File: config.mk
export PLATFORM = sky130hd
export DESIGN_NAME = screen_draw_ctrl
export DESIGN_NICKNAME = d
export VERILOG_FILES = /design/src/rtl/screen_draw_ctrl_pkg.sv /design/src/rtl/draw_stream_mux.sv /design/src/rtl/screen_draw_ctrl.sv
export SDC_FILE = /design/constraint.sdc
export NUM_CORES = 1
export LEC_CHECK = 0
export CAP_MARGIN = 20
export CORE_MARGIN = 10
export CORE_UTILIZATION = 36
export DETAILED_ROUTE_END_ITERATION = 7
export PLACE_DENSITY_LB_ADDON = 0.1
export SLEW_MARGIN = 20
export SYNTH_ARGS = -nofsm -noshare
export SYNTH_HDL_FRONTEND = slang
export SYNTH_SLANG_ARGS = --single-unit
File: constraint.sdc
create_clock -name clk -period 2.8 [get_ports clk]
set_clock_uncertainty 0.15 [all_clocks]
set_input_delay 0.84 -clock clk [delete_from_list [all_inputs] [get_ports clk]]
set_output_delay 0.84 -clock clk [all_outputs]
set_load 0.05 [all_outputs]
File: src/rtl/screen_draw_ctrl_pkg.sv
// Shared definitions for the full-screen draw sequencer.
// - state_t   : controller states
// - SID_*     : screen_id codes reported once a screen is complete
// - SEL_*     : drawer select codes for draw_stream_mux
// - SCREEN_*  : screen geometry
package screen_draw_ctrl_pkg;

    typedef enum logic [2:0] {
        ST_CLR       = 3'd0,
        ST_DRAW_BG   = 3'd1,
        ST_PLAY      = 3'd2,
        ST_DRAW_LOSE = 3'd3,
        ST_DRAW_WIN  = 3'd4,
        ST_SHOW      = 3'd5
    } state_t;

    localparam logic [1:0] SID_NONE = 2'd0;
    localparam logic [1:0] SID_BG   = 2'd1;
    localparam logic [1:0] SID_LOSE = 2'd2;
    localparam logic [1:0] SID_WIN  = 2'd3;

    localparam logic [1:0] SEL_BG   = 2'd0;
    localparam logic [1:0] SEL_LOSE = 2'd1;
    localparam logic [1:0] SEL_WIN  = 2'd2;

    localparam int SCREEN_W      = 160;
    localparam int SCREEN_H      = 120;
    localparam int SCREEN_PIXELS = SCREEN_W * SCREEN_H;

endpackage

File: src/rtl/draw_stream_mux.sv
// 3-way pixel stream select: routes one drawer's x/y/colour onto a shared
// write port. Purely combinational; reusable for sprite drawers.
// Ports:
//   sel                    drawer select (SEL_BG / SEL_LOSE / SEL_WIN)
//   bg_*, lose_*, win_*    drawer pixel streams
//   out_x, out_y, out_colour  selected stream
module draw_stream_mux (
    input  logic [1:0] sel,
    input  logic [7:0] bg_x,
    input  logic [6:0] bg_y,
    input  logic [8:0] bg_colour,
    input  logic [7:0] lose_x,
    input  logic [6:0] lose_y,
    input  logic [8:0] lose_colour,
    input  logic [7:0] win_x,
    input  logic [6:0] win_y,
    input  logic [8:0] win_colour,
    output logic [7:0] out_x,
    output logic [6:0] out_y,
    output logic [8:0] out_colour
);
    import screen_draw_ctrl_pkg::*;

    always_comb begin
        out_x      = bg_x;
        out_y      = bg_y;
        out_colour = bg_colour;
        case (sel)
            SEL_LOSE: begin
                out_x      = lose_x;
                out_y      = lose_y;
                out_colour = lose_colour;
            end
            SEL_WIN: begin
                out_x      = win_x;
                out_y      = win_y;
                out_colour = win_colour;
            end
            default: ;
        endcase
    end

endmodule

File: src/rtl/screen_draw_ctrl.sv
// Full-screen draw sequencer sitting in front of the VGA adapter.
// Runs the background draw after reset/restart and the LOSE or WIN screen on
// game end, enabling one drawer at a time and muxing its stream to the VGA
// write port. Drawers are cleared (draw_resetn low) for one cycle before each
// draw because their done flags are sticky.
// Ports:
//   clk, resetn                 clock, async active-low reset
//   lose_evt, win_evt, restart  game events (sampled in PLAY / SHOW)
//   *_done, *_x, *_y, *_colour  drawer streams and completion flags
//   draw_resetn                 active-low clear to all drawers
//   *_enable                    drawer enables
//   vga_x/y/colour, vga_plot    VGA write port
//   busy                        clearing or drawing
//   screen_id                   last completed screen (SID_*)
//   timeout_err                 sticky watchdog flag
module screen_draw_ctrl #(
    parameter int SCREEN_PIXELS  = screen_draw_ctrl_pkg::SCREEN_PIXELS,
    parameter int TIMEOUT_CYCLES = 20000,
    parameter int CNT_W          = 15
) (
    input  logic       clk,
    input  logic       resetn,
    input  logic       lose_evt,
    input  logic       win_evt,
    input  logic       restart,
    input  logic       bg_done,
    input  logic       lose_done,
    input  logic       win_done,
    input  logic [7:0] bg_x,
    input  logic [7:0] lose_x,
    input  logic [7:0] win_x,
    input  logic [6:0] bg_y,
    input  logic [6:0] lose_y,
    input  logic [6:0] win_y,
    input  logic [8:0] bg_colour,
    input  logic [8:0] lose_colour,
    input  logic [8:0] win_colour,
    output logic       draw_resetn,
    output logic       bg_enable,
    output logic       lose_enable,
    output logic       win_enable,
    output logic [7:0] vga_x,
    output logic [6:0] vga_y,
    output logic [8:0] vga_colour,
    output logic       vga_plot,
    output logic       busy,
    output logic [1:0] screen_id,
    output logic       timeout_err
);
    import screen_draw_ctrl_pkg::*;

    if (TIMEOUT_CYCLES <= SCREEN_PIXELS + 2) begin : g_bad_timeout
        $error("TIMEOUT_CYCLES must exceed SCREEN_PIXELS+2");
    end
    if (TIMEOUT_CYCLES >= (1 << CNT_W)) begin : g_bad_cnt_w
        $error("CNT_W too narrow for TIMEOUT_CYCLES");
    end

    // Drawer idles one cycle after enable, then its ROM adds one more, so
    // the first valid pixel appears at cnt==2.
    localparam logic [CNT_W-1:0] PLOT_START = CNT_W'(2);
    localparam logic [CNT_W-1:0] WD_LAST    = CNT_W'(TIMEOUT_CYCLES - 1);

    state_t           state, state_nx, target, target_nx, exit_state;
    logic [CNT_W-1:0] cnt;
    logic [1:0]       screen_id_nx, exit_sid, sel;
    logic             timeout_nx, in_draw, cur_done, wd_hit;

    always_ff @(posedge clk or negedge resetn) begin
        if (!resetn) begin
            state       <= ST_CLR;
            target      <= ST_DRAW_BG;
            cnt         <= '0;
            screen_id   <= SID_NONE;
            timeout_err <= 1'b0;
        end else begin
            state       <= state_nx;
            target      <= target_nx;
            cnt         <= in_draw ? cnt + 1'b1 : '0;
            screen_id   <= screen_id_nx;
            timeout_err <= timeout_nx;
        end
    end

    always_comb begin
        state_nx     = state;
        target_nx    = target;
        screen_id_nx = screen_id;
        timeout_nx   = timeout_err;
        draw_resetn  = 1'b1;
        bg_enable    = 1'b0;
        lose_enable  = 1'b0;
        win_enable   = 1'b0;
        vga_plot     = 1'b0;
        sel          = SEL_BG;
        in_draw      = 1'b0;
        cur_done     = 1'b0;
        wd_hit       = 1'b0;
        exit_state   = ST_PLAY;
        exit_sid     = SID_BG;

        case (state)
            ST_CLR: begin
                draw_resetn = 1'b0;
                state_nx    = target;
            end
            ST_DRAW_BG: begin
                in_draw    = 1'b1;
                bg_enable  = 1'b1;
                sel        = SEL_BG;
                cur_done   = bg_done;
                exit_state = ST_PLAY;
                exit_sid   = SID_BG;
            end
            ST_DRAW_LOSE: begin
                in_draw     = 1'b1;
                lose_enable = 1'b1;
                sel         = SEL_LOSE;
                cur_done    = lose_done;
                exit_state  = ST_SHOW;
                exit_sid    = SID_LOSE;
            end
            ST_DRAW_WIN: begin
                in_draw    = 1'b1;
                win_enable = 1'b1;
                sel        = SEL_WIN;
                cur_done   = win_done;
                exit_state = ST_SHOW;
                exit_sid   = SID_WIN;
            end
            ST_PLAY: begin
                // lose has priority over a simultaneous win
                if (lose_evt) begin
                    target_nx = ST_DRAW_LOSE;
                    state_nx  = ST_CLR;
                end else if (win_evt) begin
                    target_nx = ST_DRAW_WIN;
                    state_nx  = ST_CLR;
                end
            end
            ST_SHOW: begin
                if (restart) begin
                    target_nx = ST_DRAW_BG;
                    state_nx  = ST_CLR;
                end
            end
            default: begin
                state_nx  = ST_CLR;
                target_nx = ST_DRAW_BG;
            end
        endcase

        // Shared draw-state handling. The done cycle carries the last pixel,
        // so it still plots; a watchdog exit does not. A done seen before
        // cnt==2 exits without plotting.
        if (in_draw) begin
            wd_hit   = (cnt == WD_LAST) && !cur_done;
            vga_plot = (cnt >= PLOT_START) && !wd_hit;
            if (cur_done || wd_hit) begin
                state_nx     = exit_state;
                screen_id_nx = exit_sid;
                timeout_nx   = timeout_err | wd_hit;
            end
        end
    end

    assign busy = in_draw || (state == ST_CLR);

    draw_stream_mux u_mux (
        .sel         (sel),
        .bg_x        (bg_x),
        .bg_y        (bg_y),
        .bg_colour   (bg_colour),
        .lose_x      (lose_x),
        .lose_y      (lose_y),
        .lose_colour (lose_colour),
        .win_x       (win_x),
        .win_y       (win_y),
        .win_colour  (win_colour),
        .out_x       (vga_x),
        .out_y       (vga_y),
        .out_colour  (vga_colour)
    );

endmodule

==> impl_metrics.env <==
export IMPL_syn_inst=217
export IMPL_area_growth_pct=100
export IMPL_path_clk_slew_ns=0.09
export IMPL_vias_per_cell=5.40
export IMPL_ir_drop_uv=647
export IMPL_cp_max_fo=2
export IMPL_slew_viol_final=0
export IMPL_die_w_microns=88.8
export IMPL_tightest_slew_ns=0.554
export IMPL_die_h_microns=88.8
export IMPL_p_total_mw=3.53
export IMPL_internal_power_mw=1.80
export IMPL_cap_violations=0
export IMPL_p_sw_frac=0.489
export IMPL_grt_usage=0.188
export IMPL_grt_pass1_wl_microns=11600
export IMPL_ctsHoldBuffers=0
export IMPL_end_kind="primary output"
export IMPL_period_share=1.02
export IMPL_max_freq_mhz=349
export IMPL_rows=24
export IMPL_p_clk_frac=0.068
export IMPL_slew_headroom=0.629
export IMPL_ff2ff_setup_slack_ns=0.68
export IMPL_drive_gt1_frac=0.218
export IMPL_path_class="reg -> out"
export IMPL_die_area_sq_um=7890
export IMPL_cts_made_buffers=3
export IMPL_io_buffers=112
export IMPL_diodes=0
export IMPL_yosysSeqAreaShare=0.353
export IMPL_wl_per_cell_microns=19.5
export IMPL_hpwl_microns=6250
export IMPL_cts_tree="yes"
export IMPL_multiInputGateArea_sq_um=1070
export IMPL_syn_avg_cell_area_sq_um=7.85
export IMPL_clock_latency_ns=0.27
export IMPL_synth_warnings=0
export IMPL_cp_start_kind="flop"
export IMPL_final_hold_viol_count=0
export IMPL_min_period_ns=2.86
export IMPL_drt_pass1_iterations=4
export IMPL_rsz0062_at_grt="yes"
export IMPL_clockBufferDepth=2
export IMPL_stdcell_area_sq_um=3410
export IMPL_status="finished, violations left"
export IMPL_dr_total_vias=2167
export IMPL_cts_sinks=24
export IMPL_power_switching_mw=1.73
export IMPL_pwr_density_cell_nw_per_um2=1030
export IMPL_drt_antenna_violating_nets=0
export IMPL_grt_max_degree=25
export IMPL_grt_overflow_total=0
export IMPL_antenna_found_initial=0
export IMPL_netlist_area_sq_um=1700
export IMPL_first_iter_violations=76
export IMPL_syn_nets=299
export IMPL_regArea_sq_um=603
export IMPL_p_leak_nw=1.56
export IMPL_ctsRootBufferMaster="clkbuf_8"
export IMPL_drc=0
export IMPL_cp_required_ns=1.81
export IMPL_finalWirelength_microns=7830
export IMPL_grt_pass1_vias=2065
export IMPL_core_area_sq_um=4470
export IMPL_nFillCells=313
export IMPL_initial_utilization=0.381
export IMPL_io_pins=113
export IMPL_dpl_worst_slack_ns=-0.391
export IMPL_fin_nets=432
export IMPL_final_core_util=0.763
export IMPL_violations="setup timing"
export IMPL_power_frac_seq=0.139
export IMPL_arrival_ns=1.87
export IMPL_final_setup_viol_count=1
export IMPL_h_tree_depth=1
export IMPL_synth_seq_cells=24
export IMPL_placedInstanceArea_sq_um=3250
export IMPL_combPwrFrac=0.793
export IMPL_gp_congestion=0.796
export IMPL_synth_cell_types=42
export IMPL_fin_ws_ns=-0.0647
export IMPL_hold_path_class="reg -> reg"
==> critical path: stages, from the launching register on <==
cell     delay [ns]
dfrtp_1        0.42
ha_4           0.17
nor4_2         0.14
nand4_1        0.11
or4_1          0.41
and3b_1        0.20
buf_6          0.15
==> per-stage QoR <==
stage	cells	TNS, ns	hold slack (ns)
detailed placement	387	-0.391	0.301
global route	401	-0.215	0.338
floorplan	217	0	0.289
global placement	387	-0.368	0.305
CTS	396	-0.0684	0.315
finish	401	-0.0647	0.314
==> final timing paths <==
path | from | to | cells after the start
setup / recovery | cnt[1] | vga_plot | 6
hold / removal | target[0] | target[0] | 2
setup reg to reg | state[1] | cnt[14] | 6
hold reg to reg | target[0] | target[0] | 2
max in group asynchronous | resetn | target[0] | 2
min in group asynchronous | resetn | cnt[3] | 2
==> cells in the mapped netlist (all sizes together) <==
| cell | instances | area, sq um |
|---|---|---|
| nand2 | 58 | 218 |
| or3 | 1 | 6.26 |
| a22oi | 26 | 195 |
| nand2b | 3 | 18.8 |
| a221o | 1 | 10.0 |
| a2bb2oi | 2 | 17.5 |
| a21oi | 5 | 25.0 |
| ha | 2 | 25.0 |
| xnor2 | 1 | 8.76 |
| a311oi | 1 | 8.76 |
| nor2 | 21 | 81.3 |
| nor3b | 1 | 12.5 |
| nor2b | 4 | 25.0 |
| and2b | 1 | 7.51 |
| o2bb2ai | 1 | 8.76 |
| and3 | 2 | 12.5 |
| xor2 | 10 | 87.6 |
| clkbuf | 4 | 15.0 |
| nand3 | 4 | 25.0 |
| o22ai | 1 | 6.26 |
| mux2i | 1 | 10.0 |
| nand4 | 6 | 37.5 |
| a211oi | 1 | 7.51 |
| o21bai | 1 | 7.51 |
| nand3b | 1 | 7.51 |
| inv | 3 | 11.3 |
| and2 | 2 | 12.5 |
| dfrtp | 23 | 576 |
| dfstp | 1 | 26.3 |
| and4 | 4 | 35.0 |
| buf | 10 | 47.6 |
| and3b | 2 | 17.5 |
| a21o | 1 | 7.51 |
| nor4 | 2 | 18.8 |
| nand4bb | 1 | 11.3 |
| o21ai | 5 | 25.0 |
| o41ai | 1 | 8.76 |
| or4 | 3 | 22.5 |
==> placed cells by master (no fill, tap or decap), drive strengths merged, types with 3 or more instances in the layout <==
cell           count
a21oi              5
buf               61
nor2              21
or4                3
clkdlybuf4s50     79
o21ai              5
a22oi             26
inv                3
nor2b              4
nand2             58
nand3              4
nand2b             3
xor2              10
and4               4
nand4              6
dfrtp             23
clkbuf             5
==> flip-flops by register name, summed over array words and instances, names as in the netlist <==
| register | flops |
|---|---|
| state | 3 |
| cnt | 15 |
| target | 3 |
| screen_id | 2 |
| timeout_err | 1 |
==> kinds of logic (layout without fill, tap and decap cells) <==
group | count (synthesis) | after routing | share of synthesized area
compound gates | 46 | 46 | 0.192
buf+inv | 17 | 149 | 0.0433
fa+ha+maj | 2 | 2 | 0.0147
mux | 1 | 1 | 0.00587
xor+xnor | 11 | 11 | 0.0565
flops | 24 | 24 | 0.353
simple gates | 116 | 116 | 0.334
==> layout make-up <==
class / count / area share
tap: 52 / 0.0191
multi-input combinational: 176 / 0.313
inverter: 3 / 0.00330
sequential: 24 / 0.177
clock buffer: 4 / 0.0161
timing repair buffer: 142 / 0.471
==> repair_timing <==
| item | CTS | global route |
|---|---|---|
| pin swaps | 6 | 2 |
| hold endpoints to repair | 0 | 0 |
| setup endpoints to repair | 13 | 25 |
| resized for setup | 11 | 7 |
| buffers inserted | 5 | 5 |
==> per-layer routing <==
layer / GRT usage / routed length, microns / up-vias / part of all wire
met5: 0 / 0 / - / 0
met1: 0.227 / 3210 / 1042 / 0.41
met4: 0.0352 / 47 / 0 / 0.0060
met2: 0.312 / 3690 / 87 / 0.47
li1: - / - / 1032 / -
met3: 0.0726 / 883 / 6 / 0.11
==> power groups by stage <==
stage	logic [mW]	registers, mW	clock network [mW]
after floorplan	1.39	0.517	0
after global placement	2.71	0.487	0
after detailed placement	2.74	0.490	0
after CTS	2.77	0.485	0.241
after global routing	2.95	0.502	0.255
final	2.80	0.491	0.240
Power figures use the tool's default switching activity.
